$ cat src/rtl/instr_sequencer_pkg.sv
// Shared opcode constants, sequencer state/fault encodings and small helpers.
// Pure declarations: no latency, no backpressure.
package instr_sequencer_pkg;

    localparam logic [6:0] OP_R_TYPE = 7'b0110011;
    localparam logic [6:0] OP_I_TYPE = 7'b0010011;
    localparam logic [6:0] OP_LOAD   = 7'b0000011;
    localparam logic [6:0] OP_STORE  = 7'b0100011;
    localparam logic [6:0] OP_BRANCH = 7'b1100011;
    localparam logic [6:0] OP_JAL    = 7'b1101111;
    localparam logic [6:0] OP_JALR   = 7'b1100111;

    typedef enum logic [2:0] {
        ST_IDLE   = 3'd0,
        ST_FETCH  = 3'd1,
        ST_DECODE = 3'd2,
        ST_EXEC   = 3'd3,
        ST_MEM    = 3'd4,
        ST_WB     = 3'd5,
        ST_FAULT  = 3'd6
    } seq_state_t;

    typedef enum logic [1:0] {
        FC_NONE         = 2'd0,
        FC_IMEM_TIMEOUT = 2'd1,
        FC_ILLEGAL_OP   = 2'd2,
        FC_DMEM_TIMEOUT = 2'd3
    } fault_code_t;

    function automatic logic is_legal_opcode(input logic [6:0] op);
        case (op)
            OP_R_TYPE, OP_I_TYPE, OP_LOAD, OP_STORE,
            OP_BRANCH, OP_JAL, OP_JALR: return 1'b1;
            default:                    return 1'b0;
        endcase
    endfunction

    // A zero limit means "no timeout", but the counter still needs one bit.
    function automatic int unsigned timeout_ctr_w(input int unsigned limit);
        return (limit == 0) ? 1 : $clog2(limit + 1);
    endfunction

endpackage

$ cat src/rtl/instr_sequencer_timeout_ctr.sv
// Memory-wait counter: cleared when not waiting, counts waiting cycles, saturates at LIMIT.
// o_expired is a registered compare (0 latency to the FSM); no backpressure.
module instr_sequencer_timeout_ctr
    import instr_sequencer_pkg::*;
#(
    parameter int unsigned LIMIT = 15
) (
    input  logic i_clk,
    input  logic i_rst,
    input  logic i_clr,
    input  logic i_en,
    output logic o_expired
);

    localparam int unsigned W = timeout_ctr_w(LIMIT);
    localparam logic [W-1:0] LIM = W'(LIMIT);

    logic [W-1:0] r_cnt;

    always_ff @(posedge i_clk) begin
        if (i_rst) begin
            r_cnt <= '0;
        end else if (i_clr) begin
            r_cnt <= '0;
        end else if (i_en && (r_cnt != LIM)) begin
            r_cnt <= r_cnt + W'(1);
        end
    end

    assign o_expired = (LIMIT != 0) && (r_cnt == LIM);

endmodule

$ cat src/rtl/instr_sequencer.sv
// Multi-cycle RV32 control sequencer IDLE/FETCH/DECODE/EXEC/MEM/WB with sticky fault and retire counter.
// 3-5 states per instruction at zero wait; imem/dmem ready low holds the request until ready or timeout.
module instr_sequencer
    import instr_sequencer_pkg::*;
#(
    parameter int unsigned MEM_TIMEOUT  = 15,
    parameter int unsigned RETIRE_CNT_W = 32
) (
    input  logic                    i_clk,
    input  logic                    i_rst,
    input  logic                    i_run,
    input  logic [6:0]              i_opcode,
    input  logic                    i_reg_write,
    input  logic                    i_mem_read,
    input  logic                    i_mem_write,
    input  logic                    i_branch_eq,
    input  logic                    i_jmp,
    input  logic                    i_imem_ready,
    input  logic                    i_dmem_ready,
    output logic                    o_imem_req,
    output logic                    o_ir_we,
    output logic                    o_dmem_req,
    output logic                    o_dmem_we,
    output logic                    o_rf_we,
    output logic                    o_pc_we,
    output logic                    o_retire,
    output logic [RETIRE_CNT_W-1:0] o_retire_cnt,
    output logic                    o_busy,
    output logic                    o_fault,
    output logic [1:0]              o_fault_code
);

    seq_state_t               r_state;
    seq_state_t               w_state_nxt;
    fault_code_t              r_fault_code;
    fault_code_t              w_fault_code_nxt;
    logic [RETIRE_CNT_W-1:0]  r_retire_cnt;
    logic                     w_retire;
    logic                     w_mem_wait;
    logic                     w_expired;

    // Branch outcome is resolved in the datapath; the sequencer only needs
    // to know that a non-writing, non-memory instruction finishes in EXEC.
    logic w_unused_decode;
    assign w_unused_decode = i_branch_eq;

    instr_sequencer_timeout_ctr #(
        .LIMIT (MEM_TIMEOUT)
    ) u_timeout (
        .i_clk     (i_clk),
        .i_rst     (i_rst),
        .i_clr     (!w_mem_wait),
        .i_en      (w_mem_wait),
        .o_expired (w_expired)
    );

    always_comb begin
        w_state_nxt      = r_state;
        w_fault_code_nxt = r_fault_code;
        w_retire         = 1'b0;
        w_mem_wait       = 1'b0;
        o_imem_req       = 1'b0;
        o_ir_we          = 1'b0;
        o_dmem_req       = 1'b0;
        o_dmem_we        = 1'b0;
        o_rf_we          = 1'b0;

        case (r_state)
            ST_IDLE: begin
                if (i_run) begin
                    w_state_nxt = ST_FETCH;
                end
            end
            ST_FETCH: begin
                o_imem_req = 1'b1;
                if (i_imem_ready) begin
                    o_ir_we     = 1'b1;
                    w_state_nxt = ST_DECODE;
                end else begin
                    w_mem_wait = 1'b1;
                    if (w_expired) begin
                        w_state_nxt      = ST_FAULT;
                        w_fault_code_nxt = FC_IMEM_TIMEOUT;
                    end
                end
            end
            ST_DECODE: begin
                if (is_legal_opcode(i_opcode)) begin
                    w_state_nxt = ST_EXEC;
                end else begin
                    w_state_nxt      = ST_FAULT;
                    w_fault_code_nxt = FC_ILLEGAL_OP;
                end
            end
            ST_EXEC: begin
                if (i_mem_read || i_mem_write) begin
                    w_state_nxt = ST_MEM;
                end else if (i_reg_write || i_jmp) begin
                    w_state_nxt = ST_WB;
                end else begin
                    w_retire = 1'b1;
                end
            end
            ST_MEM: begin
                o_dmem_req = 1'b1;
                o_dmem_we  = i_mem_write;
                if (i_dmem_ready) begin
                    if (i_mem_read) begin
                        w_state_nxt = ST_WB;
                    end else begin
                        w_retire = 1'b1;
                    end
                end else begin
                    w_mem_wait = 1'b1;
                    if (w_expired) begin
                        w_state_nxt      = ST_FAULT;
                        w_fault_code_nxt = FC_DMEM_TIMEOUT;
                    end
                end
            end
            ST_WB: begin
                o_rf_we  = 1'b1;
                w_retire = 1'b1;
            end
            ST_FAULT: begin
                w_state_nxt = ST_FAULT;
            end
            default: begin
                w_state_nxt = ST_IDLE;
            end
        endcase

        // run is only honoured at instruction boundaries.
        if (w_retire) begin
            w_state_nxt = i_run ? ST_FETCH : ST_IDLE;
        end
    end

    always_ff @(posedge i_clk) begin
        if (i_rst) begin
            r_state      <= ST_IDLE;
            r_fault_code <= FC_NONE;
            r_retire_cnt <= '0;
        end else begin
            r_state      <= w_state_nxt;
            r_fault_code <= w_fault_code_nxt;
            if (w_retire) begin
                r_retire_cnt <= r_retire_cnt + RETIRE_CNT_W'(1);
            end
        end
    end

    assign o_pc_we      = w_retire;
    assign o_retire     = w_retire;
    assign o_retire_cnt = r_retire_cnt;
    assign o_busy       = (r_state != ST_IDLE) && (r_state != ST_FAULT);
    assign o_fault      = (r_state == ST_FAULT);
    assign o_fault_code = r_fault_code;

endmodule

$ cat config.mk
export PLATFORM = sky130hd
export DESIGN_NAME = instr_sequencer
export DESIGN_NICKNAME = d
export VERILOG_FILES = /design/src/rtl/instr_sequencer_pkg.sv /design/src/rtl/instr_sequencer_timeout_ctr.sv /design/src/rtl/instr_sequencer.sv
export SDC_FILE = /design/constraint.sdc
export NUM_CORES = 1
export LEC_CHECK = 0
export ABC_AREA = 1
export CORE_MARGIN = 4
export CORE_UTILIZATION = 35
export CTS_BUF_LIST = sky130_fd_sc_hd__clkbuf_16
export DETAILED_ROUTE_END_ITERATION = 12
export PLACE_DENSITY = 0.7
export SYNTH_ARGS = -nofsm -noshare
export SYNTH_HDL_FRONTEND = slang
export SYNTH_SLANG_ARGS = --single-unit
export TNS_END_PERCENT = 100
$ cat constraint.sdc
create_clock -name i_clk -period 2 [get_ports i_clk]
set_clock_uncertainty 0.05 [all_clocks]
set_input_delay 0.3 -clock i_clk [delete_from_list [all_inputs] [get_ports i_clk]]
set_output_delay 0.3 -clock i_clk [all_outputs]
set_load 0.02 [all_outputs]
==> flow_summary.json, run 1 <==
{
  "status": "finished clean",
  "io_buffers": 58,
  "grt_pass1_vias": 2378,
  "critPathRequiredTime_ps": 1650,
  "io_pins": 60,
  "cts.clk_slew.worst_paths_ps": 60,
  "p_leak_nw": 1.332,
  "syn_nets": 417,
  "final-instance-count-excl-fill": 559,
  "slowest_delay_ps": 420,
  "core-area_mm2": 0.006869,
  "drt_iter0_markers": 113,
  "fin_crit_ps": 1842,
  "synthTopCellsByArea": "dfxtp_1, nand2_1, nor2_1, inv_1, a21oi_1",
  "start_util_pct": 36.61,
  "place_ws_ps": -112.8,
  "drt-wirelength-per-cell_um": 11.91,
  "clockRootBuffer": "clkbuf_16",
  "drive_gt1_share_pct": 10.58,
  "rsz0062_at_grt": "false",
  "crit_type": "flip-flop to output port",
  "seqCellArea_um2": 823.3,
  "die_y_um": 92.77,
  "cts_buffers": 5,
  "yosysMostFrequentCell": "nand2_1",
  "crit_fanout": 4,
  "syn_inst": 398,
  "synth-seq-cells": 41,
  "worst_pin_slew_ps": 330.6,
  "die_x_um": 92.77,
  "rows": 30,
  "cts_sinks": 41,
  "post-place-cells": 551,
  "grt_max_degree": 24,
  "synth_edf_count": 0,
  "netlist_area_mm2": 0.002515,
  "max_freq_ghz": 0.5429,
  "place_hpwl_um": 5105,
  "setup_viol_count_final": 0,
  "drcViolationCount": 0,
  "final_nets": 481,
  "ant_nets": 0,
  "n_antenna_cell": 0,
  "first_pass_iters": 4,
  "area.growth.synth_to_final_pct": 33.53,
  "ys_types": 32,
  "peakVddDrop_mv": 0.4778,
  "finalWirelength_um": 6660,
  "crit_arrival_ps": 1490,
  "maxCapViolations": 0,
  "slowest_stage": "dfxtp_1",
  "vias_per_cell": 4.800,
  "hp-class": "flip-flop to flip-flop",
  "multi_input_area_mm2": 0.001470,
  "grt_pass1_wl_um": 11180,
  "end_kind": "output port",
  "routabilityCongestion": 0.8663,
  "cts_tree": "done",
  "overflow": 0,
  "maxSlewViolCount": 0,
  "yosysSeqAreaShare_pct": 32.64,
  "syn_area_per_cell_um2": 6.319,
  "cts-htree-levels": 2,
  "async_flop_share_pct": 0,
  "fin_crit_sh_pct": 92.10,
  "vias": 2683,
  "yosysTopAreaCell": "dfxtp_1",
  "antenna_found_initial": 0,
  "yosysTopAreaCellShare_pct": 32.64,
  "path_cells": "nand2_2 -> nor2_2 -> nor2_4 -> nand2_4 -> dlygate4sd2_1",
  "synth_flop_cell": "dfxtp_1",
  "cts.hold.buffers_added": 0,
  "grt_usage_pct": 15.94,
  "slew_headroom_pct": 77.96,
  "start_kind": "flip-flop",
  "power.density_mw_per_mm2": 755.5,
  "fillers": 702,
  "clockBufferDepth": 2,
  "synth_common_cells": "nand2_1, nor2_1, dfxtp_1",
  "yosysWarnings": 0,
  "setup_ws_ps": 157.9,
  "dieArea_mm2": 0.008605,
  "hold_viol_final": 0,
  "clk_latency_ps": 290
}
==> cells in the final DEF (no fill, tap or decap), types with 2 or more instances in the layout <==
cell and n:
nand2_1 117, nor2_1 73, clkdlybuf4s50_1 49, inv_1 40, dfxtp_1 39, a21oi_1 25
nand3_1 22, nand4_1 12, buf_4 9, dlygate4sd2_1 8, nor2_4 7, nor2_2 6
nor3_1 6, o21ai_0 5, o21ai_1 5, clkbuf_16 5, xnor2_1 4, inv_2 3
nand2_2 3, nand3_2 3, xor2_1 3, a31oi_1 2, ha_1 2, clkinv_2 2
dfxtp_2 2
==> area by class of cell <==
cell class / instances / share of cell area, %
Clock buffer: 5 / 3.726
Clock inverter: 3 / 0.5216
Inverter: 43 / 4.806
Multi-Input combinational cell: 304 / 43.78
Sequential cell: 41 / 24.52
Tap cell: 96 / 3.577
Timing Repair Buffer: 67 / 19.08
==> registers in the layout (all words and copies together) (netlist names) <==
signal	cells
r_state	3
u_timeout.r_cnt	4
o_retire_cnt	32
o_fault_code	2
==> layer usage <==
layer / global-route usage (%) / wire length, um
met1: 21.08 / 3134
met2: 25.37 / 3011
met3: 5.199 / 433
met4: 3.297 / 80
met5: 0 / 0
==> through the flow <==
stage | cell area [um^2] | total power [mW] | TNS, ps | hold slack, ps | util [%]
6_report | 3358 | 2.537 | 0 | 401.5 | 48.89
5_1_grt | 3358 | 2.679 | 0 | 448.1 | 48.89
4_1_cts | 3356 | 2.558 | 0 | 407.0 | 48.85
3_5_place_dp | 3221 | 1.790 | -212.1 | 397.6 | 46.89
3_3_place_gp | 3221 | 1.783 | -190.9 | 392.9 | 46.89
2_1_floorplan | 2515 | 1.508 | 0 | 398.4 | -
==> report_power, final <==
group	leakage, nW	internal [mW]	switching [mW]
combinational	0.930	0.299	0.499
sequential	0.332	0.875	0.0664
clock	0.0696	0.458	0.340
==> worst max-delay path, delay by kind of cell, from the launching register on <==
| family | cells | cell delay, ps |
|---|---|---|
| simple gates | 4 | 440 |
| buf+inv | 1 | 350 |
| flops | 1 | 420 |
==> path summary, 6_finish.rpt <==
check / startpoint / cells past startpoint / slack (ps) / to
worst max-delay path: r_state[2] / 5 / 160 / o_pc_we
worst min-delay path: o_fault_code[1] / 2 / 400 / o_fault_code[1]
worst max register to register: o_retire_cnt[1] / 8 / 340 / o_retire_cnt[18]
worst min register to register: o_fault_code[1] / 2 / 400 / o_fault_code[1]
==> what timing repair did <==
item / 4_1_cts / 5_1_grt
gates resized for setup: 10 / 1
setup buffers: 0 / 0
endpoints found under the hold margin: 0 / 0
setup endpoints to repair: 9 / 1
==> cells by family (layout without fill, tap and decap cells) <==
| group | after synthesis | after routing | share of synthesized area (%) |
|---|---|---|---|
| DFF | 41 | 41 | 32.64 |
| AOI/OAI and AO/OA | 40 | 40 | 8.905 |
| and+or+nand+nor | 255 | 255 | 46.12 |
| xor gates and xnor gates | 7 | 7 | 2.438 |
| buffers and inverters | 53 | 118 | 8.905 |
| adders and majority gates | 2 | 2 | 0.9949 |
(Power assumes the default switching activity.)
==> run 2: changes to the inputs <==
--- a/config.mk
+++ b/config.mk
@@ -10,6 +10,7 @@
 export CORE_UTILIZATION = 35
 export CTS_BUF_LIST = sky130_fd_sc_hd__clkbuf_16
 export DETAILED_ROUTE_END_ITERATION = 12
+export GPL_ROUTABILITY_DRIVEN = 0
 export PLACE_DENSITY = 0.7
 export SYNTH_ARGS = -nofsm -noshare
 export SYNTH_HDL_FRONTEND = slang
==> results of run 2 <==
No change in the layout: final DEF, timing and power equal those of run 1.
